**src/rtl/pixel_pkg.sv**
```systemverilog
// rtl/pixel_pkg.sv - shared widths, burst limit and FSM state encoding for the pixel streamer
package pixel_pkg;
    localparam int PIX_ADDR_W    = 10;
    localparam int PIX_DATA_W    = 16;
    localparam int PIX_COUNT_MAX = 1024;

    typedef enum logic [1:0] {
        ST_IDLE   = 2'd0,
        ST_RUN    = 2'd1,
        ST_DRAIN  = 2'd2,
        ST_FINISH = 2'd3
    } pix_state_e;
endpackage

```
**src/rtl/pixel_skid_fifo.sv**
```systemverilog
// rtl/pixel_skid_fifo.sv - two-entry output FIFO; head entry stays put until popped
module pixel_skid_fifo #(
    parameter int WIDTH = 17
) (
    input  logic             clk,
    input  logic             reset,
    input  logic [WIDTH-1:0] in_tdata,
    input  logic             in_tvalid,
    output logic [WIDTH-1:0] out_tdata,
    output logic             out_tvalid,
    input  logic             out_tready,
    output logic [1:0]       occupancy
);
    logic [WIDTH-1:0] head;
    logic [WIDTH-1:0] tail;
    logic [1:0]       occ;
    logic             pop;

    assign out_tvalid = (occ != 2'd0);
    assign out_tdata  = head;
    assign occupancy  = occ;
    assign pop        = out_tvalid & out_tready;

    // The writer never pushes into a full FIFO without a simultaneous pop.
    always_ff @(posedge clk) begin
        if (reset) begin
            occ  <= 2'd0;
            head <= '0;
            tail <= '0;
        end else begin
            case ({in_tvalid, pop})
                2'b10: begin
                    if (occ == 2'd0) head <= in_tdata;
                    else             tail <= in_tdata;
                    occ <= occ + 2'd1;
                end
                2'b01: begin
                    head <= tail;
                    occ  <= occ - 2'd1;
                end
                2'b11: begin
                    if (occ == 2'd1) begin
                        head <= in_tdata;
                    end else begin
                        head <= tail;
                        tail <= in_tdata;
                    end
                end
                default: ;
            endcase
        end
    end
endmodule

```
**src/rtl/pixel_mem_streamer.sv**
```systemverilog
// rtl/pixel_mem_streamer.sv - burst reader from pixel memory port B into a ready/valid pixel stream
module pixel_mem_streamer
    import pixel_pkg::*;
#(
    parameter int ADDR_W = PIX_ADDR_W,
    parameter int DATA_W = PIX_DATA_W
) (
    input  logic              clk,
    input  logic              reset,
    input  logic              start,
    input  logic [ADDR_W-1:0] base_addr,
    input  logic [ADDR_W:0]   count,
    output logic [ADDR_W-1:0] mem_addr,
    output logic              mem_wren,
    input  logic [DATA_W-1:0] mem_q,
    output logic [DATA_W-1:0] pix_data,
    output logic              pix_valid,
    input  logic              pix_ready,
    output logic              pix_last,
    output logic              busy,
    output logic              done
);
    pix_state_e        state;
    logic [ADDR_W-1:0] addr_cnt;
    logic [ADDR_W:0]   remaining;
    logic              inflight;
    logic              inflight_last;
    logic [1:0]        fifo_occ;
    logic [1:0]        occ_after_pop;
    logic [DATA_W:0]   fifo_out;
    logic              pop;
    logic              issue;
    logic              last_issue;

    // Occupancy is taken net of this cycle's output transfer so a continuously
    // ready consumer sees one pixel per cycle without overflowing two entries.
    assign pop           = pix_valid & pix_ready;
    assign occ_after_pop = fifo_occ - {1'b0, pop};
    assign issue         = (state == ST_RUN) && ((occ_after_pop + {1'b0, inflight}) < 2'd2);
    assign last_issue    = issue && (remaining == (ADDR_W+1)'(1));

    assign mem_wren = 1'b0;
    assign busy     = (state != ST_IDLE);
    assign done     = (state == ST_FINISH);
    assign pix_data = fifo_out[DATA_W-1:0];
    assign pix_last = pix_valid & fifo_out[DATA_W];

    always_ff @(posedge clk) begin
        if (reset) begin
            state         <= ST_IDLE;
            addr_cnt      <= '0;
            remaining     <= '0;
            mem_addr      <= '0;
            inflight      <= 1'b0;
            inflight_last <= 1'b0;
        end else begin
            inflight      <= issue;
            inflight_last <= last_issue;
            if (issue) begin
                mem_addr  <= addr_cnt;
                addr_cnt  <= addr_cnt + ADDR_W'(1);
                remaining <= remaining - (ADDR_W+1)'(1);
            end
            case (state)
                ST_IDLE: begin
                    if (start) begin
                        addr_cnt  <= base_addr;
                        remaining <= count;
                        state     <= (count == '0) ? ST_FINISH : ST_RUN;
                    end
                end
                ST_RUN: begin
                    if (last_issue) state <= ST_DRAIN;
                end
                ST_DRAIN: begin
                    if (pop && pix_last) state <= ST_FINISH;
                end
                ST_FINISH: begin
                    state <= ST_IDLE;
                end
                default: state <= ST_IDLE;
            endcase
        end
    end

    pixel_skid_fifo #(
        .WIDTH(DATA_W + 1)
    ) u_fifo (
        .clk       (clk),
        .reset     (reset),
        .in_tdata  ({inflight_last, mem_q}),
        .in_tvalid (inflight),
        .out_tdata (fifo_out),
        .out_tvalid(pix_valid),
        .out_tready(pix_ready),
        .occupancy (fifo_occ)
    );
endmodule

```
**config.mk**
```make
export PLATFORM = sky130hd
export DESIGN_NAME = pixel_mem_streamer
export DESIGN_NICKNAME = d
export VERILOG_FILES = /design/src/rtl/pixel_pkg.sv /design/src/rtl/pixel_skid_fifo.sv /design/src/rtl/pixel_mem_streamer.sv
export SDC_FILE = /design/constraint.sdc
export NUM_CORES = 1
export LEC_CHECK = 0
export CORE_AREA = 2 2 79 156
export CTS_CLUSTER_DIAMETER = 200
export DETAILED_ROUTE_END_ITERATION = 8
export DIE_AREA = 0 0 81 158
export PLACE_DENSITY = 0.58
export SLEW_MARGIN = 0
export SYNTH_ARGS = -nofsm -noshare
export SYNTH_HDL_FRONTEND = slang
export SYNTH_HIERARCHICAL = 1
export SYNTH_SLANG_ARGS = --single-unit
```
**constraint.sdc**
```tcl
create_clock -name clk -period 3.1 [get_ports clk]
set_clock_uncertainty 0.1 [all_clocks]
set_input_delay 0.62 -clock clk [delete_from_list [all_inputs] [get_ports clk]]
set_output_delay 0.62 -clock clk [all_outputs]
set_load 0.01 [all_outputs]
```
After elaboration in Yosys (flattened, before gate mapping)
Cells that the tools add are included.

Flip-flop bits (word level): 71. Output and inout port bits: 31. Word-level logic and storage cells: 64. Bits of input ports: 41.

Reductions and logical operators: 14. $lt $le $gt $ge: 1. Bitwise gates (word level): 2. Eq/ne operators: 14. Multiplexer cells: 18. $add $sub $neg: 6.

Operator list (count): 17-bit 2-to-1 mux (4); 17-bit case mux with 3 select lines (1); 17-bit case mux with 2 select lines (1); 11-bit 2-to-1 mux (3); 10-bit 2-to-1 mux (3); 11-bit by 1-bit == test with 1-bit output, second input constant (1); 11-bit zero test (1); 11-bit by 1-bit subtractor with 11-bit output, second input constant (1); 10-bit by 1-bit adder with 10-bit output, second input constant (1); 2-bit inequality test, second input constant (5); 2-bit == test, second input constant (4); 2-bit 2-to-1 mux (4); 2-bit case mux with 4 select lines (1); 2-bit nonzero test (4); 2-bit by 1-bit == test with 1-bit output, second input constant (3); 3-bit AND reduction (2); 2-bit zero test (2); 2-bit case mux with 2 select lines (1); 1-bit logical AND (3); 3-bit nonzero test (1); 2-bit by 1-bit adder with 2-bit output (1); 2-bit by 1-bit adder with 2-bit output, second input constant (1); 1-bit bitwise AND (2); 2-bit < comparator, second input constant (1); 4 further kinds (4).

Longest topological paths before layout
Depth in word-level cells: 9. Gate-level depth with buffers: 12. Mapped depth without buffers: 10.

Cells and area by module
The synthesis kept the hierarchy.

Modules (own cells, without submodules): pixel_mem_streamer (seq. area each 700.7 um^2, times used 1, cells each 222, area an instance 1870.5 um^2); pixel_skid_fifo (seq. area each 720.7 um^2, times used 1, cells each 205, area an instance 1851.8 um^2).

Worst setup path after synthesis
Ideal clock, no wire load.

Path type: register to register. From: register u_fifo.occ[1], in the netlist u_fifo/occupancy[1]. To: register addr_cnt[8]. Path buffers: 0. Clock period less this slack: 2574 ps. Setup time: 91 ps. Arrival: 2384 ps. Path slack: 526 ps. Required time: 2909 ps. Stages on the path, launching flop included: 11. Cells stage by stage: dfxtp_1 inv_1 ha_1 inv_1 and2_1 ha_1 nor2b_1 xnor2_4 nand2_1 or3_1 a311oi_1.

Longest elaborated chain between the ends: 9.

RTL lines: start, declared (RTL line pixel_skid_fifo.sv:16) `logic [1:0] occ;`; start signal, assigned (RTL line pixel_skid_fifo.sv:35) `occ <= occ + 2'd1;`; start signal, assigned (RTL line pixel_skid_fifo.sv:39) `occ <= occ - 2'd1;`; 2-bit nonzero test * (RTL line pixel_skid_fifo.sv:19) `assign out_tvalid = (occ != 2'd0);`; via pix_valid (RTL line pixel_mem_streamer.sv:17) `output logic pix_valid,`; 1-bit bitwise AND * (RTL line pixel_mem_streamer.sv:37) `assign pop = pix_valid & pix_ready;`; 2-bit by 1-bit subtractor with 2-bit output * (RTL line pixel_mem_streamer.sv:38) `assign occ_after_pop = fifo_occ - {1'b0, pop};`; 2-bit by 1-bit adder with 2-bit output * (RTL line pixel_mem_streamer.sv:39) `assign issue = (state == ST_RUN) && ((occ_after_pop + {1'b0, inflight}) < 2'd2);`; 2-bit < comparator * (RTL line pixel_mem_streamer.sv:39); 1-bit logical AND * (RTL line pixel_mem_streamer.sv:39); 10-bit 2-to-1 mux * (RTL line pixel_mem_streamer.sv:59) `if (issue) begin`; 10-bit 2-to-1 mux (RTL line pixel_mem_streamer.sv:66) `if (start) begin`; 10-bit 2-to-1 mux * (RTL line pixel_mem_streamer.sv:64) `case (state)`; end signal, assigned (RTL line pixel_mem_streamer.sv:61) `addr_cnt <= addr_cnt + ADDR_W'(1);`; end signal, assigned (RTL line pixel_mem_streamer.sv:67) `addr_cnt <= base_addr;`; end, declared (RTL line pixel_mem_streamer.sv:24) `logic [ADDR_W-1:0] addr_cnt;`.

The timed path passes the listed nets; every way through them passes the cells marked *. A chain may end at the register's enable or synchronous reset.

Final worst setup path
From: register u_fifo.occ[1], in the netlist u_fifo/occupancy[1]. To: register addr_cnt[0].

Longest elaborated chain between the ends: 9.

RTL lines (RTL line): 2-bit nonzero test (pixel_skid_fifo.sv:19); 1-bit bitwise AND (pixel_mem_streamer.sv:37); 2-bit by 1-bit subtractor with 2-bit output * (pixel_mem_streamer.sv:38); 2-bit by 1-bit adder with 2-bit output * (pixel_mem_streamer.sv:39); 2-bit < comparator * (pixel_mem_streamer.sv:39); 1-bit logical AND * (pixel_mem_streamer.sv:39); 10-bit 2-to-1 mux * (pixel_mem_streamer.sv:59); 10-bit 2-to-1 mux (pixel_mem_streamer.sv:66); 10-bit 2-to-1 mux * (pixel_mem_streamer.sv:64).

Every way passes the cells marked *; elsewhere a longest branch is shown, timed or not.

==> qor.txt <==
Cell Rows: 56
PnR worst setup slack: 0.373 ns
I/O Pins: 72
P_leak: 0.00165 uW
Final hold violation count: 0
Slew Limit Fails: 0
Worst reg2reg startpoint: u_fifo/occupancy[1]
Inst Count DP: 617
Final number of setup-violating endpoints: 0
FF-to-FF path depth: 11
Pin count of the biggest net entering global routing: 52
Via density: 5.26
Post-synthesis cell count: 427
Die height: 158 um
Gr ovfl total: 0
GPL Wtd Cong: 0.767
Vias: 3327
Synth-to-layout area growth: 27.6%
Cell Area, Synth: 0.00372 mm^2
First-pass GRT wire length: 15200 um
Full die area: 0.0128 mm^2
CP endpoint: addr_cnt[0]
Initial DRT Pass Iterations: 4
Status: complete, no violations
Clock Latency Late Sink: 0.34 ns
Synth async-reset ratio: 0
H-Tree Depth: 3
Most common cell in the netlist: dfxtp_1
Net Count, Synth: 484
Worst setup startpoint: u_fifo/occupancy[1]
Share of the synthesized area in the top cell type: 0.382
Minimum clock period: 2.73 ns
Initial core utilization: 0.320
Vias in the first global route: 3184
Total power: 4660 uW
Mapped Avg Cell Area: 8.72 um^2
Critical Path End Type: flop
Main synth FF type: dfxtp_1
Hpwl dp: 6920 um
# hold bufs at CTS: 0
Core ar.: 0.0116 mm^2
Worst EP arrival: 2.87 ns
Ratio of cells with drive above 1 in the final layout: 0.129
Tcrit/Tclk final: 0.880
Pwr Density: 981 mW/mm^2
Setup CP Type: flop to flop
FMAX: 367 MHz
Post-synth EDFFs: 0
Worst r2r dst: addr_cnt[0]
Netlist cell types: 48
Port buffer count: 70
Starting DRT DRC Count: 109
Area of the multi-input gates: 0.00203 mm^2
# fillers: 1232
Flop2flop setup slack: 0.37 ns
WL final: 9400 um
CTS Root Cell: clkbuf_16
RSZ-0062 raised after global routing: false
All-Layer GR Usage: 0.153
Seq/Total Area, Yosys: 0.382
Non-filler cells, final: 633
Worst Hold Class: flop to flop
Highest ir drop seen on vdd: 0.557 mV
Crit-path max FO: 12
Synth top cells by count: 71 x dfxtp_1, 39 x nand3_1, 35 x nor2_1, 35 x o21ai_0, 30 x a21oi_1
Critical Path Start Type: flop
Maxcap violations: 0
CTS Sinks: 71
Worst Path Required: 3.25 ns
TNS Setup: 0 ns
Synth Warn #: 6
Post-CTS sizing: 0
Dpl ws: 0.140 ns
# DRC: 0
Largest cells by area after synthesis: dfxtp_1 38%, a311oi_2 5.6%, ha_1 5.4%
CTS clk-pin slew, worst paths: 0.07 ns
Total setup buffers inserted after CTS: 0
Slew headroom: 0.661
Antenna violations before repair: 0
DIE WIDTH: 81 um
Post-DRT Antenna Nets: 0
Final #Nets: 540
Total CTS buffers: 9
Avg WL per Cell: 14.8 um
Synthesized flop and latch total: 71
Antenna cells: 0
Yosys top cell by area: dfxtp_1
Worst slew pin tran: 0.509 ns
CTS tree: built
CTS Buffer Depth: 2
Register area: 0.00142 mm^2
-- final cells by class --
class	count	share of cell area
Clock buffer	9	0.0474
Sequential cell	71	0.299
Clock inverter	7	0.0129
Multi-Input combinational cell	308	0.427
Inverter	13	0.0103
Tap cell	145	0.0382
Timing Repair Buffer	80	0.165
-- state kept, by name, indices dropped and copies added, names as in the netlist --
name / cells
u_fifo/occupancy: 2
remaining: 11
state: 2
inflight: 1
inflight_last: 1
mem_addr: 10
addr_cnt: 10
u_fifo/tail: 17
u_fifo/out_tdata: 17
-- cells in the final DEF, fill, tap and decap left out, drive strengths merged, types with 2 or more instances in the layout --
cell type	n
clkbuf	9
clkinvlp	2
nor2	46
nand3	39
clkdlybuf4s50	69
or3	4
inv	17
nor3	3
and2	6
buf	11
and2b	2
nand4	13
nand2	27
a211oi	19
xnor2	3
dfxtp	71
ha	16
a311oi	21
nor4	4
nor2b	4
nand2b	4
and4	2
a21oi	31
o21ai	37
xor2	17
-- power breakdown --
group | internal, uW | total [uW] | switching [uW] | leakage, uW
sequential | 1200 | 1420 | 223 | 0.000581
combinational | 994 | 2240 | 1250 | 0.000934
clock | 557 | 1000 | 443 | 0.000135
-- worst min-delay path by stage --
| stage | startpoint | endpoint | slack, ns | depth (start not counted) |
|---|---|---|---|---|
| after floorplan | addr_cnt[9] | mem_addr[9] | 0.34 | 2 |
| after global placement | mem_addr[0] | mem_addr[0] | 0.34 | 2 |
| after detailed placement | mem_addr[5] | mem_addr[5] | 0.35 | 2 |
| after CTS | mem_addr[5] | mem_addr[5] | 0.36 | 2 |
| after global routing | mem_addr[0] | mem_addr[0] | 0.39 | 2 |
| final | mem_addr[0] | mem_addr[0] | 0.36 | 2 |
-- logic make-up after synthesis --
group / Yosys count / share of synthesized area
AND/OR/NAND/NOR: 157 / 0.216
AO/OA/AOI/OAI: 113 / 0.218
flip-flops: 71 / 0.382
buffers and inverters: 48 / 0.0729
XOR/XNOR: 20 / 0.0521
adder cells (fa/ha/maj): 16 / 0.0538
other: 1 / 0.00101
multiplexers: 1 / 0.00403
-- critical path, stage by stage, from the launching register on --
cell and delay [ns]:
dfxtp_1 0.32, inv_1 0.12, ha_1 0.28, inv_1 0.10
and2_1 0.19, ha_1 0.27, nor2b_1 0.30, xnor2_4 0.17
and2_0 0.23, buf_4 0.21, xnor2_1 0.08, a211oi_1 0.25
-- stage by stage --
| stage | utilization | hold slack [ns] | instance area (um^2) |
|---|---|---|---|
| 2_1_floorplan | - | 0.344 | 3720 |
| 3_3_place_gp | 0.384 | 0.344 | 4460 |
| 3_5_place_dp | 0.384 | 0.352 | 4460 |
| 4_1_cts | 0.408 | 0.362 | 4750 |
| 5_1_grt | 0.408 | 0.390 | 4750 |
| 6_report | 0.408 | 0.360 | 4750 |
-- layer usage --
metal | share of wire | vias up | global-route usage
met2 | 0.56 | 109 | 0.278
li1 | - | 1641 | -
met5 | 0 | - | 0
met1 | 0.37 | 1559 | 0.161
met4 | 0.025 | 0 | 0.0718
met3 | 0.044 | 18 | 0.0359
Power figures use the tool's default switching activity.
